## config.mk

```make
export PLATFORM = sky130hd
export DESIGN_NAME = alu_op_sequencer
export DESIGN_NICKNAME = d
export VERILOG_FILES = /design/src/rtl/alu_op_sequencer.sv
export SDC_FILE = /design/constraint.sdc
export NUM_CORES = 1
export LEC_CHECK = 0
export BUFFER_PORTS_ARGS = -buffer_cell sky130_fd_sc_hd__buf_2
export CORE_ASPECT_RATIO = 2
export CORE_UTILIZATION = 25
export DETAILED_ROUTE_END_ITERATION = 6
export PLACE_DENSITY_LB_ADDON = 0.2
export SYNTH_ARGS = -nofsm -noshare
export SYNTH_HDL_FRONTEND = slang
export SYNTH_SLANG_ARGS = --single-unit
```

## constraint.sdc

```tcl
create_clock -name clk -period 3.59 [get_ports clk]
set_input_delay 0.359 -clock clk [delete_from_list [all_inputs] [get_ports clk]]
set_output_delay 0.359 -clock clk [all_outputs]
set_load 0.005 [all_outputs]
```

## src/rtl/alu_op_sequencer.sv

```systemverilog
// Issue-side sequencer: forwards single-cycle ops to the datapath one cycle after
// acceptance and runs the multi-cycle DIVU start/step/HiLo-write sequence.
module alu_op_sequencer #(
    parameter int DIV_CYCLES    = 32,
    parameter bit ALLOW_OVERLAP = 1'b1
) (
    input  logic       clk,
    input  logic       reset,
    input  logic       in_valid,
    input  logic [5:0] funct,
    output logic       in_ready,
    output logic [5:0] op_out,
    output logic       op_valid,
    output logic       div_start,
    output logic       div_step,
    output logic       hilo_we,
    output logic [5:0] div_count,
    output logic       busy,
    output logic       illegal
);

    localparam logic [5:0] F_SLL  = 6'd0;
    localparam logic [5:0] F_SRL  = 6'd2;
    localparam logic [5:0] F_MFHI = 6'd16;
    localparam logic [5:0] F_MFLO = 6'd18;
    localparam logic [5:0] F_DIVU = 6'd27;
    localparam logic [5:0] F_ADD  = 6'd32;
    localparam logic [5:0] F_SUB  = 6'd34;
    localparam logic [5:0] F_AND  = 6'd36;
    localparam logic [5:0] F_OR   = 6'd37;
    localparam logic [5:0] F_SLT  = 6'd42;
    localparam logic [5:0] HILO_OP    = 6'b111111;
    localparam logic [5:0] LAST_STEP  = 6'(DIV_CYCLES - 1);

    typedef enum logic [1:0] {
        IDLE      = 2'd0,
        DIV_START = 2'd1,
        DIV_RUN   = 2'd2,
        DIV_WRITE = 2'd3
    } state_t;

    state_t     state_reg, state_next;
    logic [5:0] count_reg, count_next;
    logic [5:0] op_reg, op_next;
    logic       op_valid_reg, op_valid_next;
    logic       illegal_reg, illegal_next;

    logic is_legal;
    logic uses_hilo;
    logic accept;

    always_comb begin
        is_legal  = 1'b0;
        uses_hilo = 1'b0;
        case (funct)
            F_AND, F_OR, F_ADD, F_SUB, F_SLT, F_SRL, F_SLL: is_legal = 1'b1;
            F_DIVU, F_MFHI, F_MFLO: begin
                is_legal  = 1'b1;
                uses_hilo = 1'b1;
            end
            default: ;
        endcase
    end

    // Ops touching HiLo wait for IDLE; illegal codes stall like ALU ops.
    always_comb begin
        in_ready = 1'b0;
        if (!reset) begin
            case (state_reg)
                IDLE:               in_ready = 1'b1;
                DIV_START, DIV_RUN: in_ready = ALLOW_OVERLAP && !uses_hilo;
                default:            in_ready = 1'b0;
            endcase
        end
    end

    assign accept = in_valid && in_ready;

    always_comb begin
        state_next    = state_reg;
        count_next    = count_reg;
        op_next       = 6'd0;
        op_valid_next = 1'b0;
        illegal_next  = 1'b0;

        if (accept) begin
            if (is_legal) begin
                op_next       = funct;
                op_valid_next = 1'b1;
            end else begin
                illegal_next = 1'b1;
            end
        end

        case (state_reg)
            IDLE: begin
                if (accept && funct == F_DIVU) begin
                    state_next = DIV_START;
                end
            end
            DIV_START: begin
                state_next = DIV_RUN;
                count_next = 6'd0;
            end
            DIV_RUN: begin
                if (count_reg == LAST_STEP) begin
                    state_next = DIV_WRITE;
                    count_next = 6'd0;
                end else begin
                    count_next = count_reg + 6'd1;
                end
            end
            DIV_WRITE: state_next = IDLE;
            default:   state_next = IDLE;
        endcase
    end

    always_ff @(posedge clk or posedge reset) begin
        if (reset) begin
            state_reg    <= IDLE;
            count_reg    <= 6'd0;
            op_reg       <= 6'd0;
            op_valid_reg <= 1'b0;
            illegal_reg  <= 1'b0;
        end else begin
            state_reg    <= state_next;
            count_reg    <= count_next;
            op_reg       <= op_next;
            op_valid_reg <= op_valid_next;
            illegal_reg  <= illegal_next;
        end
    end

    assign div_start = (state_reg == DIV_START);
    assign div_step  = (state_reg == DIV_RUN);
    assign hilo_we   = (state_reg == DIV_WRITE);
    assign busy      = (state_reg != IDLE);
    assign div_count = count_reg;
    assign illegal   = illegal_reg;

    // An overlapped op issued in the same cycle as a sequencer marker owns op_out.
    assign op_valid = op_valid_reg || hilo_we;
    assign op_out   = op_valid_reg ? op_reg : (hilo_we ? HILO_OP : 6'd0);

endmodule
```

==> summary.txt, run 1 <==
Sink Count: 16
Worst Clk Skew: 0.00416 ns
Ys async rst share: 100%
CTS resizes: 0
Clock latency on the worst-skew pair: 0.25 ns
Io pins: 28
Placed instance count: 168
CTS tree: done
Worst path max stage delay: 0.44 ns
DP HPWL: 1540 um
Yosys top cell by area: dfrtp_1
Top_reg_cell synth: dfrtp_1
Hold Path Class: primary input to asynchronous set/reset pin
Synth Register Bits: 16
CP Launch Type: flop
Total core area: 3450 um2
Yosys top cell area share: 43.7%
Synth Net Count: 110
Final cell count without fillers: 172
Iteration count of the initial detailed-routing pass: 4
Total grt overflow: 0
ANT cells: 0
First DRT Iteration DRCs: 11
Post-Syn Instances: 95
Via count: 769
CP cell instances: inv_1, ha_1, o21a_1, and2_1, buf_2
Die Y: 87.6 um
Pwr dens: 641 nW/um2
Mapped Area: 916 um2
Worst-path maximum fanout: 12
Net count, final: 140
Final setup viols: 0
Number of max-slew violations in the final report: 0
CTS Buf Count: 3
WL per Instance: 11.1 um
Die ar.: 3920 um2
Critical Path Sink Type: output port
CP required: 3.23 ns
Slew @ Worst Pin: 0.621 ns
Via density: 4.47
Critical path's slowest cell: ha_1
Leak: 0.000612 uW
Clock tree buffer depth: 2
Setup TNS: 0 ns
DRC: 0
Average size of a mapped cell: 9.64 um2
IO Port Bufs: 27
Crit Path Class: flop to output port
Number of antenna violations at the first check in global routing: 0
Post-DRT Antenna Nets: 0
Unrepaired setup endpoints after global routing: no
Pin count of the biggest net entering global routing: 17
Post-CTS setup buffer count: 0
Post-Route WL: 1910 um
Peak VDD IR: 0.297 mV
Hold Buf Count CTS: 0
Fin. Hold Viols: 0
Root Buffer: clkbuf_8
Syn-to-layout area delta: 25.7%
Top cells by area, synth: dfrtp_1, ha_1, nand2_1
EDFF count, synth: 0
Final Cell Area: 1150 um2
Ys Warns: 0
Final period utilization: 56.9%
Rel. slew slack: 58.6%
Vias in the first global route: 676
Total GRT Usage: 11.0%
Die X: 44.8 um
Outcome: completed
Fmax: 0.489 GHz
Cell Area, Placed: 1100 um2
Fill cells: 389
CP arrival: 1.68 ns
Global-route wire length before repair: 3150 um
Synth cell types: 33
MaxCap Viol Count: 0
Clock slew at reported path FFs: 0.07 ns
Sequential share of the synthesized area: 43.7%
FP Rows: 30
Starting density of the core: 26.5%
Gpl congestion: 0.744
Layout cells sized above 1: 30.6%
Final min period: 2.04 ns
CTS H-tree depth: 1
==> power by group <==
part           total, uW  internal, uW  switching (uW)
Clock                160          97.3            62.6
Combinational        353           160             192
Sequential           226           205            20.5
==> worst max-delay path: cells and delay by family (launching register included) <==
kind	cells	cell delay (ns)
AOI/OAI and AO/OA	1	0.24
adders and majority gates	1	0.44
buffers and inverters	2	0.21
DFF	1	0.39
and+or+nand+nor	1	0.15
==> layout make-up <==
| cell class | instances | area [um2] | share of cell area, % |
|---|---|---|---|
| Multi-Input combinational cell | 70 | 474 | 41.2 |
| Sequential cell | 16 | 400 | 34.8 |
| Timing Repair Buffer | 27 | 135 | 11.7 |
| Tap cell | 48 | 60.1 | 5.22 |
| Clock buffer | 4 | 55.1 | 4.78 |
| Inverter | 7 | 26.3 | 2.28 |
==> synthesized netlist by cell type (2+ instances only) <==
cell type	number
nand2_1	16
and2_1	2
inv_1	6
nor2b_1	3
nor3b_1	2
a21oi_1	3
nand3_1	3
o21ai_0	4
nor2_1	5
dfrtp_1	16
nand4_1	2
ha_1	6
and3_1	7
==> routing by layer <==
layer / GRT usage (%) / part of all wire, %
met1: 13.5 / 42
met2: 17.5 / 51
met3: 1.86 / 4.9
met4: 6.61 / 1.4
met5: 0 / 0
==> worst paths after layout <==
check / slack, ns / depth (start not counted) / end / startpoint
setup reg to reg: 1.86 / 5 / op_reg[0]$_DFF_PP0_ / state_reg[0]$_DFFE_PP0P_
max in group asynchronous: 2.99 / 2 / illegal$_DFF_PP0_ / reset
hold / removal: 0.19 / 2 / state_reg[1]$_DFFE_PP0P_ / reset
min in group clk: 0.39 / 2 / op_reg[1]$_DFF_PP0_ / funct[1]
hold reg to reg: 0.55 / 1 / div_count[2]$_DFFE_PP0P_ / div_count[2]$_DFFE_PP0P_
setup / recovery: 1.55 / 5 / in_ready / state_reg[0]$_DFFE_PP0P_
==> cell usage in the layout, fill, tap and decap left out, types with 4 or more instances in the layout <==
cell type,instances
nor2_1,5
buf_2,27
and3_1,7
nand2_1,16
o21ai_0,4
dfrtp_1,16
inv_1,6
clkbuf_8,4
ha_1,6
==> stage by stage <==
| stage | hold slack, ns | worst slack (ns) | utilization (%) | power (uW) |
|---|---|---|---|---|
| after floorplan | 0.273 | 2.02 | - | 463 |
| after global placement | 0.475 | 1.85 | 31.7 | 578 |
| after detailed placement | 0.475 | 1.82 | 31.7 | 591 |
| after CTS | 0.200 | 1.53 | 33.3 | 752 |
| after global routing | 0.252 | 1.45 | 33.3 | 795 |
| final | 0.187 | 1.55 | 33.3 | 738 |
==> kinds of logic after synthesis <==
kind of cell    count (synthesis)  share of synthesized area (%)
simple gates                   46                           27.3
xor+xnor                        2                           1.91
mux                             2                           2.46
flops                          16                           43.7
buf+inv                         9                           4.51
fa+ha+maj                       6                           8.20
compound gates                 14                           11.9
(Power assumes the default switching activity.)
==> run 2: changes to the inputs <==
==> constraint.sdc (replaced) <==
create_clock -name clk -period 1.8 [get_ports clk]
set_input_delay 0.18 -clock clk [delete_from_list [all_inputs] [get_ports clk]]
set_output_delay 0.18 -clock clk [all_outputs]
set_load 0.005 [all_outputs]
==> run 2 against run 1 <==
Design area rose by 2.0%. Wire length did not move. First-iteration DRC count rose by 9.1%. Total power rose by 110%. Critical path depth did not move. Sequential share of layout area fell by 0.67 points. Via count rose by 0.78%. Non-clock buffer count rose by 3. Cell count rose by 1.7%. Clock skew fell by 0.00099 ns. Critical path type unchanged. Critical endpoint unchanged. Highest routed layer unchanged.
==> summary.txt, run 2 (synthesis results as in run 1) <==
Unrepaired setup endpoints after global routing: no (unchanged)
Crit Path Class: flop to output port (unchanged)
Die X: 44.8 um (unchanged)
Post-CTS setup buffer count: 0 (unchanged)
Hold Buf Count CTS: 0 (unchanged)
Final period utilization: 96.2%
CTS tree: done (unchanged)
Most frequent cells in the layout: buf_2, nand2_1, dfrtp_1 (unchanged)
Pin count of the biggest net entering global routing: 17 (unchanged)
CP required: 1.62 ns (was 3.23 ns)
Post-Route WL: 1910 um (unchanged)
Post-DRT Antenna Nets: 0 (unchanged)
CP arrival: 1.55 ns (was 1.68 ns)
Slew @ Worst Pin: 0.595 ns (was 0.621 ns)
Leak: 0.000626 uW (was 0.000612 uW)
Global-route wire length before repair: 3110 um (was 3150 um)
Final min period: 1.73 ns
Iteration count of the initial detailed-routing pass: 4 (unchanged)
Critical Path Sink Type: output port (unchanged)
Total core area: 3450 um2 (unchanged)
Pwr dens: 1310 nW/um2 (was 641 nW/um2)
Gpl congestion: 0.756 (was 0.744)
Number of max-slew violations in the final report: 0 (unchanged)
IO Port Bufs: 27 (unchanged)
Worst-path maximum fanout: 4 (was 12)
CTS H-tree depth: 1 (unchanged)
Root Buffer: clkbuf_8 (unchanged)
MaxCap Viol Count: 0 (unchanged)
Peak VDD IR: 0.446 mV (was 0.297 mV)
CP Launch Type: flop (unchanged)
Clock slew at reported path FFs: 0.06 ns (was 0.07 ns)
WL per Instance: 10.9 um (was 11.1 um)
Setup TNS: 0 ns (unchanged)
Rel. slew slack: 60.3% (was 58.6%)
Layout cells sized above 1: 32.3% (was 30.6%)
Fmax: 0.577 GHz
Clock latency on the worst-skew pair: 0.24 ns (was 0.25 ns)
Die Y: 87.6 um (unchanged)
Number of antenna violations at the first check in global routing: 0 (unchanged)
Total grt overflow: 0 (unchanged)
Clock tree buffer depth: 2 (unchanged)
Syn-to-layout area delta: 28.1% (was 25.7%)
FF+latch area: 400 um2 (unchanged)
Fin. Hold Viols: 0 (unchanged)
Via count: 775 (was 769)
Final Util: 34.0% (was 33.3%)
Starting density of the core: 26.5% (unchanged)
Hold Path Class: primary input to asynchronous set/reset pin (unchanged)
Io pins: 28 (unchanged)
Fill cells: 376 (was 389)
Most common cell after layout, fill and taps aside: buf_2 (unchanged)
Worst Clk Skew: 0.00318 ns (was 0.00416 ns)
CTS Buf Count: 3 (unchanged)
FP Rows: 30 (unchanged)
Final setup viols: 0 (unchanged)
Multi-input combinational cell area: 474 um2 (unchanged)
Sink Count: 16 (unchanged)
Die ar.: 3920 um2 (unchanged)
DP HPWL: 1620 um (was 1540 um)
ANT cells: 0 (unchanged)
Net count, final: 143 (was 140)
Outcome: completed (unchanged)
CTS resizes: 0 (unchanged)
Via density: 4.43 (was 4.47)
Vias in the first global route: 739 (was 676)
First DRT Iteration DRCs: 12 (was 11)
Total GRT Usage: 10.7% (was 11.0%)
DRC: 0 (unchanged)
## run 2: final cells by class
cell class | instances | share of cell area [%]
inverters | 7 | 2.24
well taps | 48 | 5.12
clock buffers | 4 | 4.69
multi-input cells | 70 | 40.4
repair buffers | 30 | 13.4
flip-flops and latches | 16 | 34.1
## run 2: report_power, final
part	switching (uW)	leakage (uW)	total [uW]	internal, uW
logic	398	0.000380	780	382
registers	43.2	0.000217	453	410
clock network	112	0.0000288	305	193
total	553	0.000626	1540	985
## run 2: worst paths after layout
| kind | startpoint | end | slack (ns) | depth (start not counted) |
|---|---|---|---|---|
| worst max register to register | div_count[0]$_DFFE_PP0P_ | state_reg[1]$_DFFE_PP0P_ | 0.13 | 5 |
| worst min register to register | div_count[2]$_DFFE_PP0P_ | div_count[2]$_DFFE_PP0P_ | 0.57 | 1 |
| max in group asynchronous | reset | div_count[3]$_DFFE_PP0P_ | 1.40 | 2 |
| worst max-delay path | state_reg[0]$_DFFE_PP0P_ | in_ready | 0.07 | 5 |
| min in group clk | funct[1] | op_reg[1]$_DFF_PP0_ | 0.22 | 2 |
| worst min-delay path | reset | state_reg[1]$_DFFE_PP0P_ | 0.01 | 2 |
## run 2: routing by layer
metal	share of wire [%]	track usage, %	vias to the layer above
met5	0	0	-
met4	1.5	4.96	0
met3	4.5	1.24	2
met2	54	19.4	25
met1	40	11.8	360
li1	-	-	388
## run 2: through the flow
stage               std cells  area [um2]  setup slack [ns]  total power [uW]  hold WS [ns]
floorplan                  95         916             0.225               923        0.0937
finish                    175        1170            0.0682              1540        0.0129
global route              175        1170           0.00482              1660        0.0742
detailed placement        171        1120             0.131              1250         0.292
global placement          171        1120             0.168              1240         0.301
CTS                       175        1170            0.0542              1570        0.0283
## run 2: critical path, stage by stage (launching register included)
cell	delay, ns
dfrtp_1	0.40
inv_1	0.10
ha_1	0.34
o21a_1	0.20
and2_1	0.15
buf_2	0.12
==> run 3: changes to the inputs <==
--- a/config.mk
+++ b/config.mk
@@ -6,7 +6,9 @@
 export NUM_CORES = 1
 export LEC_CHECK = 0
 export BUFFER_PORTS_ARGS = -buffer_cell sky130_fd_sc_hd__buf_2
-export CORE_ASPECT_RATIO = 2
+export CELL_PAD_IN_SITES_DETAIL_PLACEMENT = 0
+export CELL_PAD_IN_SITES_GLOBAL_PLACEMENT = 1
+export CORE_ASPECT_RATIO = 1.2
 export CORE_UTILIZATION = 25
 export DETAILED_ROUTE_END_ITERATION = 6
 export PLACE_DENSITY_LB_ADDON = 0.2
==> run 3 against run 2 <==
The run now ends with design-rule violations, negative hold slack left. Clock-buffer cell count stayed put. Sequential power about the same. Utilization increased by 0.25 points. Sequential cell count unchanged. Setup slack better by 0.024 ns. Critical path depth unchanged. Register-to-register slack got worse by 0.04 ns. First-iteration DRC count shrank 17%. Wire length grew 1.3%. Largest cell class unchanged. Largest power group unchanged.
==> summary.txt, run 3 (synthesis results as in run 1) <==
Vias in the first global route: 754 (was 739)
Global-route wire length before repair: 3330 um (was 3110 um)
Gpl congestion: 0.699 (was 0.756)
Outcome: finished, violations left (was completed)
Delay-heaviest family, CP: flip-flops (unchanged)
Clock slew at reported path FFs: 0.07 ns (was 0.06 ns)
CP Launch Type: flop (unchanged)
MaxCap Viol Count: 0 (unchanged)
Post-DRT Antenna Nets: 0 (unchanged)
WL per Instance: 11.8 um (was 10.9 um)
Clock share of power: 19.9% (about the same)
Total Power: 1580 uW (was 1540 uW)
Die Y: 68.3 um (was 87.6 um)
Clock latency on the worst-skew pair: 0.25 ns (was 0.24 ns)
Post-Route WL: 1930 um (was 1910 um)
Setup ws final: 0.0927 ns (was 0.0682 ns)
Sink Count: 16 (unchanged)
Reg2Reg Depth: 5 (unchanged)
Total core area: 3420 um2 (was 3450 um2)
Critical Path Sink Type: flop (was output port)
Critical path's slowest cell: dfrtp_1 (unchanged)
Worst reg2reg startpoint: state_reg[0]$_DFFE_PP0P_ (was div_count[0]$_DFFE_PP0P_)
Violated checks: design-rule violations, negative hold slack
Flop pwr share: 28.7% (was 29.5%)
R2R Setup Slk: 0.09 ns (was 0.13 ns)
Io pins: 28 (unchanged)
Fmax: 0.586 GHz (was 0.577 GHz)
Worst-path maximum fanout: 4 (unchanged)
Switch Pwr: 574 uW (was 553 uW)
Total grt overflow: 0 (unchanged)
Final Util: 34.2% (was 34.0%)
ANT cells: 0 (unchanged)
Via density: 4.78 (was 4.43)
Hold Path Class: primary input to asynchronous set/reset pin (unchanged)
Clock tree buffer depth: 2 (unchanged)
CTS Buf Count: 3 (unchanged)
DP HPWL: 1530 um (was 1620 um)
Combinational power share: 51.5% (was 50.7%)
CP required: 1.94 ns (was 1.62 ns)
Pin count of the biggest net entering global routing: 17 (unchanged)
Worst Clk Skew: 0.00854 ns (was 0.00318 ns)
Hold WS: -0.00546 ns (was 0.0129 ns)
DRC: 1 (was 0)
Unrepaired setup endpoints after global routing: no (unchanged)
Setup TNS: 0 ns (unchanged)
FP Rows: 23 (was 30)
CP arrival: 1.84 ns (was 1.55 ns)
Net count, final: 143 (unchanged)
CP cell instances: ha_1, nor2_1, nand4_1, a21boi_2, mux2_1 (was inv_1, ha_1, o21a_1, and2_1, buf_2)
Final min period: 1.71 ns (was 1.73 ns)
Stages on worst setup path: 5 (unchanged)
First DRT Iteration DRCs: 10 (was 12)
Peak VDD IR: 0.548 mV (was 0.446 mV)
Most frequent cells in the layout: buf_2, nand2_1, dfrtp_1 (unchanged)
IO Port Bufs: 27 (unchanged)
CTS tree: done (unchanged)
Number of antenna violations at the first check in global routing: 0 (unchanged)
Slew @ Worst Pin: 0.593 ns (was 0.595 ns)
Final setup viols: 0 (unchanged)
Number of max-slew violations in the final report: 0 (unchanged)
Worst slack at placement: 0.0997 ns (was 0.131 ns)
Buffers and inverters on the worst path: 0 (was 2)
Reg2reg end: state_reg[1]$_DFFE_PP0P_ (unchanged)
Layout cells sized above 1: 33.1% (was 32.3%)
Die ar.: 3910 um2 (was 3920 um2)
Worst path max stage delay: 0.42 ns (was 0.40 ns)
Root Buffer: clkbuf_8 (unchanged)
Rel. slew slack: 60.4% (was 60.3%)
Starting density of the core: 26.7% (was 26.5%)
Via count: 784 (was 775)
Internal power: 1010 uW (was 985 uW)
Leak: 0.000626 uW (about the same)
Final period utilization: 94.8% (was 96.2%)
Sw Share: 36.3% (was 35.9%)
CTS H-tree depth: 1 (unchanged)
Die X: 57.3 um (was 44.8 um)
Fill cells: 359 (was 376)
Total GRT Usage: 11.5% (was 10.7%)
Fin. Hold Viols: 7 (was 0)
Syn-to-layout area delta: 28.0% (was 28.1%)
Most common cell after layout, fill and taps aside: buf_2 (unchanged)
Crit Path Class: flop to flop (was flop to output port)
Iteration count of the initial detailed-routing pass: 6 (was 4)
Pwr dens: 1350 nW/um2 (was 1310 nW/um2)
-- run 3: cell types whose count changed in the layout (fill, tap and decap cells not counted) --
cell  change
ha_4      +1
ha_1      -1
-- run 3: how the worst max path moves through the flow --
stage                              from                        to  slack [ns]
2_1_floorplan  div_count[0]$_DFFE_PP0P_  state_reg[1]$_DFFE_PP0P_        0.23
3_3_place_gp   state_reg[0]$_DFFE_PP0P_  state_reg[1]$_DFFE_PP0P_        0.09
3_5_place_dp   state_reg[0]$_DFFE_PP0P_  state_reg[1]$_DFFE_PP0P_         0.1
4_1_cts        state_reg[0]$_DFFE_PP0P_                  in_ready        0.02
5_1_grt        state_reg[0]$_DFFE_PP0P_  state_reg[1]$_DFFE_PP0P_       0.003
6_report       state_reg[0]$_DFFE_PP0P_  state_reg[1]$_DFFE_PP0P_        0.09
-- run 3: power by group through the flow --
stage               Sequential, uW  Combinational (uW)  Clock (uW)
global route                   461                 930         347
floorplan                      453                 470           0
detailed placement             458                 763           0
finish                         454                 814         314
CTS                            453                 768         326
global placement               458                 753           0
-- run 3: stage by stage --
stage	instances	instance area, um2
2_1_floorplan	95	916
3_3_place_gp	159	1100
3_5_place_dp	159	1100
4_1_cts	163	1150
5_1_grt	164	1170
6_report	164	1170
-- run 3: repair_timing --
item / in CTS / in global routing
setup buffers: 0 / 1
endpoints found under the setup margin: 0 / 2
gates resized for setup: 0 / 1
hold buffers: 0 / 0
-- run 3: routing by layer --
metal,global-route usage [%],wire [um]
met4,7.62,50
met1,12.5,861
met3,2.84,93
met5,0,0
met2,19.9,929
-- run 3: area by class of cell --
cell class	count	area (um2)	area share, %
Multi-Input combinational cell	70	487	41.5
Sequential cell	16	400	34.2
Timing Repair Buffer	30	158	13.4
Clock buffer	4	55.1	4.70
Tap cell	37	46.3	3.95
Inverter	7	26.3	2.24
